File: src/rtl/ps2_pkg.sv
// Shared definitions for the PS/2 receive path: FSM encoding, frame bit
// constants and default timing parameters.
package ps2_pkg;

    typedef enum logic [1:0] {
        ST_IDLE   = 2'd0,
        ST_DATA   = 2'd1,
        ST_PARITY = 2'd2,
        ST_STOP   = 2'd3
    } ps2_state_e;

    localparam logic START_BIT = 1'b0;
    localparam logic STOP_BIT  = 1'b1;

    localparam int unsigned DEF_FILTER_LEN     = 4;
    localparam int unsigned DEF_TIMEOUT_CYCLES = 50000;
    localparam int unsigned FILTER_CNT_W       = 4;
    localparam int unsigned BYTE_W             = 8;

    // Odd parity over data plus parity bit must come out as 1.
    function automatic logic odd_parity_ok(input logic [BYTE_W-1:0] data, input logic par);
        return ^{data, par};
    endfunction

endpackage

File: src/rtl/ps2_line_filter.sv
// Two-flop synchronizer plus optional run-length debounce for one PS/2 pin.
// Produces the filtered level and a registered one-cycle falling-edge strobe.
module ps2_line_filter
    import ps2_pkg::*;
#(
    parameter int unsigned FILTER_LEN = DEF_FILTER_LEN,
    parameter bit          BYPASS     = 1'b0
) (
    input  logic clk,
    input  logic reset,
    input  logic i_pin,
    output logic o_level,
    output logic o_fall
);

    logic                    r_sync1;
    logic                    r_sync2;
    logic                    r_level;
    logic                    r_prev;
    logic                    r_fall;
    logic [FILTER_CNT_W-1:0] r_cnt;

    // Level only flips after FILTER_LEN consecutive disagreeing samples;
    // in bypass mode the stage just re-times sync2 to keep path depth equal.
    always_ff @(posedge clk) begin
        if (reset) begin
            r_sync1 <= 1'b1;
            r_sync2 <= 1'b1;
            r_level <= 1'b1;
            r_prev  <= 1'b1;
            r_fall  <= 1'b0;
            r_cnt   <= '0;
        end else begin
            r_sync1 <= i_pin;
            r_sync2 <= r_sync1;
            r_prev  <= r_level;
            r_fall  <= r_prev & ~r_level;
            if (BYPASS) begin
                r_level <= r_sync2;
                r_cnt   <= '0;
            end else if (r_sync2 == r_level) begin
                r_cnt <= '0;
            end else if (r_cnt == FILTER_CNT_W'(FILTER_LEN - 1)) begin
                r_level <= ~r_level;
                r_cnt   <= '0;
            end else begin
                r_cnt <= r_cnt + FILTER_CNT_W'(1);
            end
        end
    end

    assign o_level = r_level;
    assign o_fall  = r_fall;

endmodule

File: src/rtl/ps2_rx_frame.sv
// PS/2 device-to-host frame receiver: start, 8 data bits LSB first, odd
// parity, stop. Emits key_en per good byte, frame_err on bad frame or timeout.
module ps2_rx_frame
    import ps2_pkg::*;
#(
    parameter int unsigned FILTER_LEN     = DEF_FILTER_LEN,
    parameter int unsigned TIMEOUT_CYCLES = DEF_TIMEOUT_CYCLES
) (
    input  logic              clk,
    input  logic              reset,
    input  logic              ps2_clk,
    input  logic              ps2_data,
    output logic              key_en,
    output logic [BYTE_W-1:0] key_data,
    output logic              frame_err,
    output logic              busy
);

    localparam int unsigned TMO_W = $clog2(TIMEOUT_CYCLES + 1);

    logic w_strobe;
    logic w_data;
    logic w_clk_level_unused;
    logic w_data_fall_unused;

    ps2_line_filter #(.FILTER_LEN(FILTER_LEN), .BYPASS(1'b0)) u_clk_filter (
        .clk     (clk),
        .reset   (reset),
        .i_pin   (ps2_clk),
        .o_level (w_clk_level_unused),
        .o_fall  (w_strobe)
    );

    ps2_line_filter #(.FILTER_LEN(FILTER_LEN), .BYPASS(1'b1)) u_data_sync (
        .clk     (clk),
        .reset   (reset),
        .i_pin   (ps2_data),
        .o_level (w_data),
        .o_fall  (w_data_fall_unused)
    );

    ps2_state_e        r_state,     w_state_nxt;
    logic [2:0]        r_bit_cnt,   w_bit_cnt_nxt;
    logic [BYTE_W-1:0] r_shift,     w_shift_nxt;
    logic              r_parity,    w_parity_nxt;
    logic [TMO_W-1:0]  r_tmo,       w_tmo_nxt;
    logic              r_key_en,    w_key_en_nxt;
    logic [BYTE_W-1:0] r_key_data,  w_key_data_nxt;
    logic              r_frame_err, w_frame_err_nxt;
    logic              r_busy;

    always_ff @(posedge clk) begin
        if (reset) begin
            r_state     <= ST_IDLE;
            r_bit_cnt   <= '0;
            r_shift     <= '0;
            r_parity    <= 1'b0;
            r_tmo       <= '0;
            r_key_en    <= 1'b0;
            r_key_data  <= '0;
            r_frame_err <= 1'b0;
            r_busy      <= 1'b0;
        end else begin
            r_state     <= w_state_nxt;
            r_bit_cnt   <= w_bit_cnt_nxt;
            r_shift     <= w_shift_nxt;
            r_parity    <= w_parity_nxt;
            r_tmo       <= w_tmo_nxt;
            r_key_en    <= w_key_en_nxt;
            r_key_data  <= w_key_data_nxt;
            r_frame_err <= w_frame_err_nxt;
            r_busy      <= (w_state_nxt != ST_IDLE);
        end
    end

    always_comb begin
        w_state_nxt     = r_state;
        w_bit_cnt_nxt   = r_bit_cnt;
        w_shift_nxt     = r_shift;
        w_parity_nxt    = r_parity;
        w_tmo_nxt       = '0;
        w_key_en_nxt    = 1'b0;
        w_key_data_nxt  = r_key_data;
        w_frame_err_nxt = 1'b0;

        if (r_state != ST_IDLE && !w_strobe) begin
            w_tmo_nxt = r_tmo + TMO_W'(1);
        end

        case (r_state)
            ST_IDLE: begin
                if (w_strobe && w_data == START_BIT) begin
                    w_state_nxt   = ST_DATA;
                    w_bit_cnt_nxt = '0;
                end
            end
            ST_DATA: begin
                if (w_strobe) begin
                    w_shift_nxt = {w_data, r_shift[BYTE_W-1:1]};
                    if (r_bit_cnt == 3'd7) begin
                        w_state_nxt = ST_PARITY;
                    end else begin
                        w_bit_cnt_nxt = r_bit_cnt + 3'd1;
                    end
                end
            end
            ST_PARITY: begin
                if (w_strobe) begin
                    w_parity_nxt = w_data;
                    w_state_nxt  = ST_STOP;
                end
            end
            ST_STOP: begin
                if (w_strobe) begin
                    if (w_data == STOP_BIT && odd_parity_ok(r_shift, r_parity)) begin
                        w_key_data_nxt = r_shift;
                        w_key_en_nxt   = 1'b1;
                    end else begin
                        w_frame_err_nxt = 1'b1;
                    end
                    w_state_nxt = ST_IDLE;
                end
            end
            default: w_state_nxt = ST_IDLE;
        endcase

        // A strobe in the same cycle keeps the counter cleared, so it wins.
        if (r_state != ST_IDLE && !w_strobe && r_tmo == TMO_W'(TIMEOUT_CYCLES - 1)) begin
            w_state_nxt     = ST_IDLE;
            w_frame_err_nxt = 1'b1;
            w_tmo_nxt       = '0;
        end
    end

    assign key_en    = r_key_en;
    assign key_data  = r_key_data;
    assign frame_err = r_frame_err;
    assign busy      = r_busy;

endmodule
File: config.mk
export PLATFORM = sky130hd
export DESIGN_NAME = ps2_rx_frame
export DESIGN_NICKNAME = d
export VERILOG_FILES = /design/src/rtl/ps2_pkg.sv /design/src/rtl/ps2_line_filter.sv /design/src/rtl/ps2_rx_frame.sv
export SDC_FILE = /design/constraint.sdc
export NUM_CORES = 1
export LEC_CHECK = 0
export CORE_UTILIZATION = 32
export DETAILED_ROUTE_END_ITERATION = 16
export PLACE_DENSITY = 0.47
export SYNTH_ARGS = -nofsm -noshare
export SYNTH_HDL_FRONTEND = slang
export SYNTH_SLANG_ARGS = --single-unit
File: constraint.sdc
create_clock -name clk -period 3.8 [get_ports clk]
set_input_delay 0.57 -clock clk [delete_from_list [all_inputs] [get_ports clk]]
set_output_delay 0.57 -clock clk [all_outputs]
set_load 0.005 [all_outputs]
==> qor.txt <==
Worst setup EP type - register
Hold Path Sink - u_data_sync.o_level$_SDFF_PP1_
EDFF count, synth - 0
most frequent cell after synthesis - dfxtp_1
area of the multi-input gates - 1131 um2
worst endpoint required time - 4000 ps
Synth top cells by count - dfxtp_1 (53), nand2_1 (31), nor2_1 (25)
Port Buffers - 14
Synth Cell Area - 2263 um2
Nets - 262
post-synthesis sequential area ratio - 46.88%
area taken by flip-flops and latches - 1061 um2
Fin. Hold Viols - 0
PostCTS Resize Cnt - 0
min-delay src - u_data_sync.r_sync2$_SDFF_PP1_
type of the worst min-delay path - register to register
finished layout cell area - 2572 um2
placed instance area - 2490 um2
post-route minimum period - 2115 ps
Worst Setup SP - reset
max cap viols - 0
io pins - 15
Layout area overhead - 13.65%
vias per cell - 4.644
CP max FO - 19
maximum clock path buffer count - 2
total CTS buffers - 5
Reg clk slew, reported paths - 90 ps
H-tree lvl count - 2
average wire per cell in the routed design - 11.42 um
worst r2r src - r_tmo[12]$_SDFF_PP0_
ranking of synthesized cells by area - dfxtp_1 (47%), mux2i_1 (9.3%), nand2_1 (5.1%)
syn_area_per_cell - 9.392 um2
critical path type - primary input to register
height of the die - 86.10 um
cell row count - 30
Synth Instances - 241
post-synth cell types - 38
Antenna Cells - 0
status - completed
Overflow after GRT - 0
root buf cell - clkbuf_8
top cell type's share of synthesized area - 46.88%
initial antenna violation count - 0
worst reg2reg setup slack - 1900 ps
global routing's busiest layer - met2
Tcrit/Tclk final - 55.67%
# DRC - 0
Fmax achieved - 472.7 MHz
hold path cells - 1
met2 track demand over resource - 16.88%
final slew viol count - 0
normalized max-slew margin - 61.90%
Most used DFF post-synth - dfxtp_1
Worst-Margin Slew - 557.1 ps
largest net degree at the start of global routing - 20
antenna-violating nets left - 0
Hold Buf Count CTS - 0
drt initial violations - 56
clk sink count - 53
dpl hpwl - 2795 um
layout cells sized above 1 - 7.843%
die footprint - 7413 um2
first-pass GRT wire length - 6831 um
Pwr per Cell Area - 340.5 nW/um2
Seq cells post-synth - 53
die width - 86.10 um
Starting Density - 33.13%
RR Endpoint - frame_err$_SDFF_PP0_
met3 usage - 3.465%
CP Data Arrival Time - 2310 ps
R2R cell count - 4
fillers - 741
CP startpoint kind - primary input
Pleak - 0.0009257 uW
synth warn - 0
ys async rst share - 0%
unrepaired setup endpoints after global routing - false
worst vdd ir - 0.1446 mV
Yosys top cell by area - dfxtp_1
clock skew - 8.587 ps
final core utilization - 37.66%
Initial DRT Pass Iterations - 4
clk_lat worst skew - 300 ps
drt total wl - 4007 um
Post-CTS Setup Bufs - 0
Setup TNS - 0 ps
GR Layer Usage met1 - 16.50%
core footprint - 6832 um2
gpl congestion - 0.7256
final setup fails - 0
via count - 1630
vias in the first global route - 1453
Post-Synthesis Net Count - 249
CTS tree - built
gr usage total - 11.70%
==> layer usage <==
layer  wire length [um]  share of wire, %  up-vias
li1                   -                 -      854
met2               1596                40       30
met3                153               3.8        5
met4                 57               1.4        0
met5                  0                 0        -
met1               2200                55      741
==> layout make-up <==
class                   instances  area share [%]
clock buffers                   6           2.821
multi-input cells             171           43.97
clock inverters                 2          0.3891
repair buffers                 15           5.739
well taps                      96           4.669
flip-flops and latches         53           41.25
inverters                       8           1.167
==> where the power goes <==
part,internal [uW],switching (uW),leakage (uW)
logic,5.67,8.24,0.000453
clock network,128,175,0.0000450
registers,557,1.47,0.000428
==> sequential cells by signal, summed over array words and instances (netlist names), 2 cells and up <==
| register | count |
|---|---|
| r_tmo | 16 |
| r_bit_cnt | 3 |
| u_clk_filter.r_cnt | 4 |
| key_data | 8 |
| r_shift | 8 |
| r_state | 2 |
==> how the worst max path moves through the flow <==
stage	slack [ps]	to	depth (start not counted)
after global routing	1520	frame_err$_SDFF_PP0_	3
after floorplan	2200	key_data[0]$_SDFFE_PP0P_	4
after detailed placement	1320	frame_err$_SDFF_PP0_	3
after CTS	1660	frame_err$_SDFF_PP0_	3
after global placement	1420	frame_err$_SDFF_PP0_	3
final	1680	frame_err$_SDFF_PP0_	3
==> metrics by stage <==
| step | hold slack (ps) | power [uW] | cells | setup slack (ps) |
|---|---|---|---|---|
| final | 415.0 | 875.9 | 351 | 1685 |
| after global routing | 443.1 | 917.9 | 351 | 1524 |
| after CTS | 420.0 | 894.8 | 351 | 1655 |
| after detailed placement | 397.0 | 586.3 | 343 | 1323 |
| after global placement | 391.9 | 585.9 | 343 | 1421 |
| after floorplan | 389.5 | 580.8 | 241 | 2204 |
==> cell usage in the layout (no fill, tap or decap), types with 8 or more instances in the layout <==
master,instances
or2_2,8
mux2i_1,21
a21oi_1,12
nor2_1,25
o21ai_0,8
clkdlybuf4s50_1,14
dfxtp_1,53
nand2_1,31
==> worst max-delay path, stage by stage <==
cell and delay, ps:
clkdlybuf4s50_1 780, clkinv_1 580, a41o_1 390
==> logic make-up (layout without fill, tap and decap cells) <==
group           count (synthesis)  in the layout  synth area share [%]
fa+ha+maj                       4              4                 2.211
compound gates                 24             24                 5.915
mux                            23             23                 10.78
xor+xnor                       16             16                 8.126
simple gates                  104            104                 22.94
buf+inv                        17             31                 3.151
flops                          53             53                 46.88
(Power assumes the default switching activity.)
==> patch, RTL diff (same flow settings) <==
Make the reset (`reset`) asynchronous in 2 clocked blocks.
--- a/src/rtl/ps2_line_filter.sv
+++ b/src/rtl/ps2_line_filter.sv
@@ -22,7 +22,7 @@
 
     // Level only flips after FILTER_LEN consecutive disagreeing samples;
     // in bypass mode the stage just re-times sync2 to keep path depth equal.
-    always_ff @(posedge clk) begin
+    always_ff @(posedge clk or posedge reset) begin
         if (reset) begin
             r_sync1 <= 1'b1;
             r_sync2 <= 1'b1;
--- a/src/rtl/ps2_rx_frame.sv
+++ b/src/rtl/ps2_rx_frame.sv
@@ -49,7 +49,7 @@
     logic              r_frame_err, w_frame_err_nxt;
     logic              r_busy;
 
-    always_ff @(posedge clk) begin
+    always_ff @(posedge clk or posedge reset) begin
         if (reset) begin
             r_state     <= ST_IDLE;
             r_bit_cnt   <= '0;
Check against the original RTL: differs if reset is asserted again (counterexample within 10 cycles, from zero or initial values and one cycle with reset high); with reset held inactive, the same outputs for 10 cycles.
==> patch against the original RTL <==
Non-clock buffer count did not move. Routed wire length is 4.8% lower. Area after synthesis is 2.3% higher. Critical path depth grew 1. Clock skew shrank 0.0021 ns. Via count shrank 12%. Setup slack improved by 0.18 ns. Sequential cell count unchanged. Design area increased by 4.5%. First-iteration DRC count up 64%. Die area is 2.2% higher. Hold slack worse by 0.056 ns. Largest cell class is now sequential cells. Highest routed layer unchanged.
Power is not compared: it rests on default switching activity, and its combinational part moved more than twofold at a synthesized area within 25%.
==> patch: results (changes against the original RTL) <==
[setup_path]
cpPeakStageDelay_ns=0.44  ; -0.34 ns
cpMaxStageDelayCell=xnor3_2
reg2reg_depth=4  ; unchanged
crit_arrival_ns=2.14  ; -0.17 ns
crit_path_end=key_data[1]
path_class=reg -> reg
crit_fanout=9  ; -10
r2r_start=r_shift[3]
cp_top_family=multiplexers

[cts]
numCtsBuffers=5  ; unchanged
cts-root-buf=clkbuf_8
cts_buffer_depth=2  ; unchanged
cts_setup_buffers=0  ; unchanged
clk_pin_slew_ns=0.09  ; about the same
cts_max_level=2  ; unchanged
post_cts_resized=0  ; unchanged
clock_latency_ns=0.30  ; about the same

[place]
place.gp.congestion=0.702  ; -3.3%
port_buffers=14  ; unchanged
place_ws_ns=1.84  ; +0.521 ns
dp_hpwl_um=2590  ; -7.2%

[status]
status=complete, no violations

[global_routing]
gr-usage-all-layers=0.120  ; +0.00318
grt_pass1_wl_um=6950  ; +1.7%
grt_start_max_net_pins=42  ; +110%
grt_pass1_vias=1474  ; +1.4%
antenna_found_initial=0  ; unchanged

[pwr]
power.ir.vdd_worst_uv=173
p_leak_nw=1.16

[synthesis]
netlist_top_cells_count=dfrtp_1, nor2_1, nand2_1
synth_nets=205  ; -18%
async_reset_ff_frac=1.00  ; +1.00
synth_warnings=0  ; unchanged
ys_seq_area_frac=0.577  ; +0.108
yosys-top-cells-area=dfrtp_1, dfstp_2, mux2_2
synth.distinct_cells=33  ; -13%

[cells_and_area]
largest_reg_flops=16  ; unchanged
drive_gt1_frac=0.161  ; +0.0829
n_antenna_cell=0  ; unchanged
top_register=r_tmo
nets=224  ; -15%

[worst_hold_path]
hp-class=reg -> reg
min_path_cells=0  ; -1
hold_end=u_clk_filter.r_sync2
worstHoldStart=u_clk_filter.r_sync1

[timing]
relSlewSlack=0.433  ; -0.186
skew_ns=0.00646  ; -0.00212 ns
timing.fmax_mhz=516  ; +9.1%
finalHoldViolations=0  ; unchanged

[route]
drt_pass1_iterations=4  ; unchanged
viasPerCell=4.58  ; -1.3%
dr.first_iter.drc_count=92  ; +64%
wirelength_um=3820  ; -4.8%

-- patch: cell types whose count changed after synthesis, moves of 7 or more --
| cell | change |
|---|---|
| dfrtp_1 | +46 |
| dfstp_2 | +7 |
| dfxtp_1 | -53 |
| mux2_2 | +15 |
| mux2i_1 | -21 |
| nand2_1 | -14 |
| nor2_1 | -7 |
| or2_2 | -7 |
-- patch: per-stage QoR --
| step | instance area, um2 | instances | hold slack, ns |
|---|---|---|---|
| final | 2690 | 313 | 0.359 |
| after global routing | 2690 | 313 | 0.364 |
| after CTS | 2690 | 313 | 0.361 |
| after detailed placement | 2570 | 305 | 0.347 |
| after global placement | 2570 | 305 | 0.345 |
| after floorplan | 2310 | 197 | 0.345 |
-- patch: logic make-up after synthesis --
family,share of synthesized area
AND/OR/NAND/NOR,0.168
flip-flops,0.577
XOR/XNOR,0.0849
AO/OA/AOI/OAI,0.0454
multiplexers,0.0876
buffers and inverters,0.0162
adder cells (fa/ha/maj),0.0216
-- patch: final cells by class --
class | count | area, um2
Clock buffer | 7 | 86.3
Tap cell | 96 | 120
Timing Repair Buffer | 15 | 148
Clock inverter | 1 | 30.0
Sequential cell | 53 | 1340
Inverter | 7 | 26.3
Multi-Input combinational cell | 134 | 942
Fill cell | 697 | 4220
-- patch: where the power goes --
part           leakage, nW  switching [mW]  internal [mW]
registers            0.685           0.108          0.687
logic                0.419           0.217          0.263
clock network       0.0585           0.179          0.215
total                 1.16           0.504           1.16
-- patch: routing by layer --
| layer | track usage | vias to the layer above | share of wire |
|---|---|---|---|
| met5 | 0 | - | 0 |
| met4 | 0.0470 | 0 | 0.017 |
| met3 | 0.0351 | 7 | 0.033 |
| met2 | 0.187 | 21 | 0.45 |
| met1 | 0.158 | 687 | 0.50 |
| li1 | - | 719 | - |
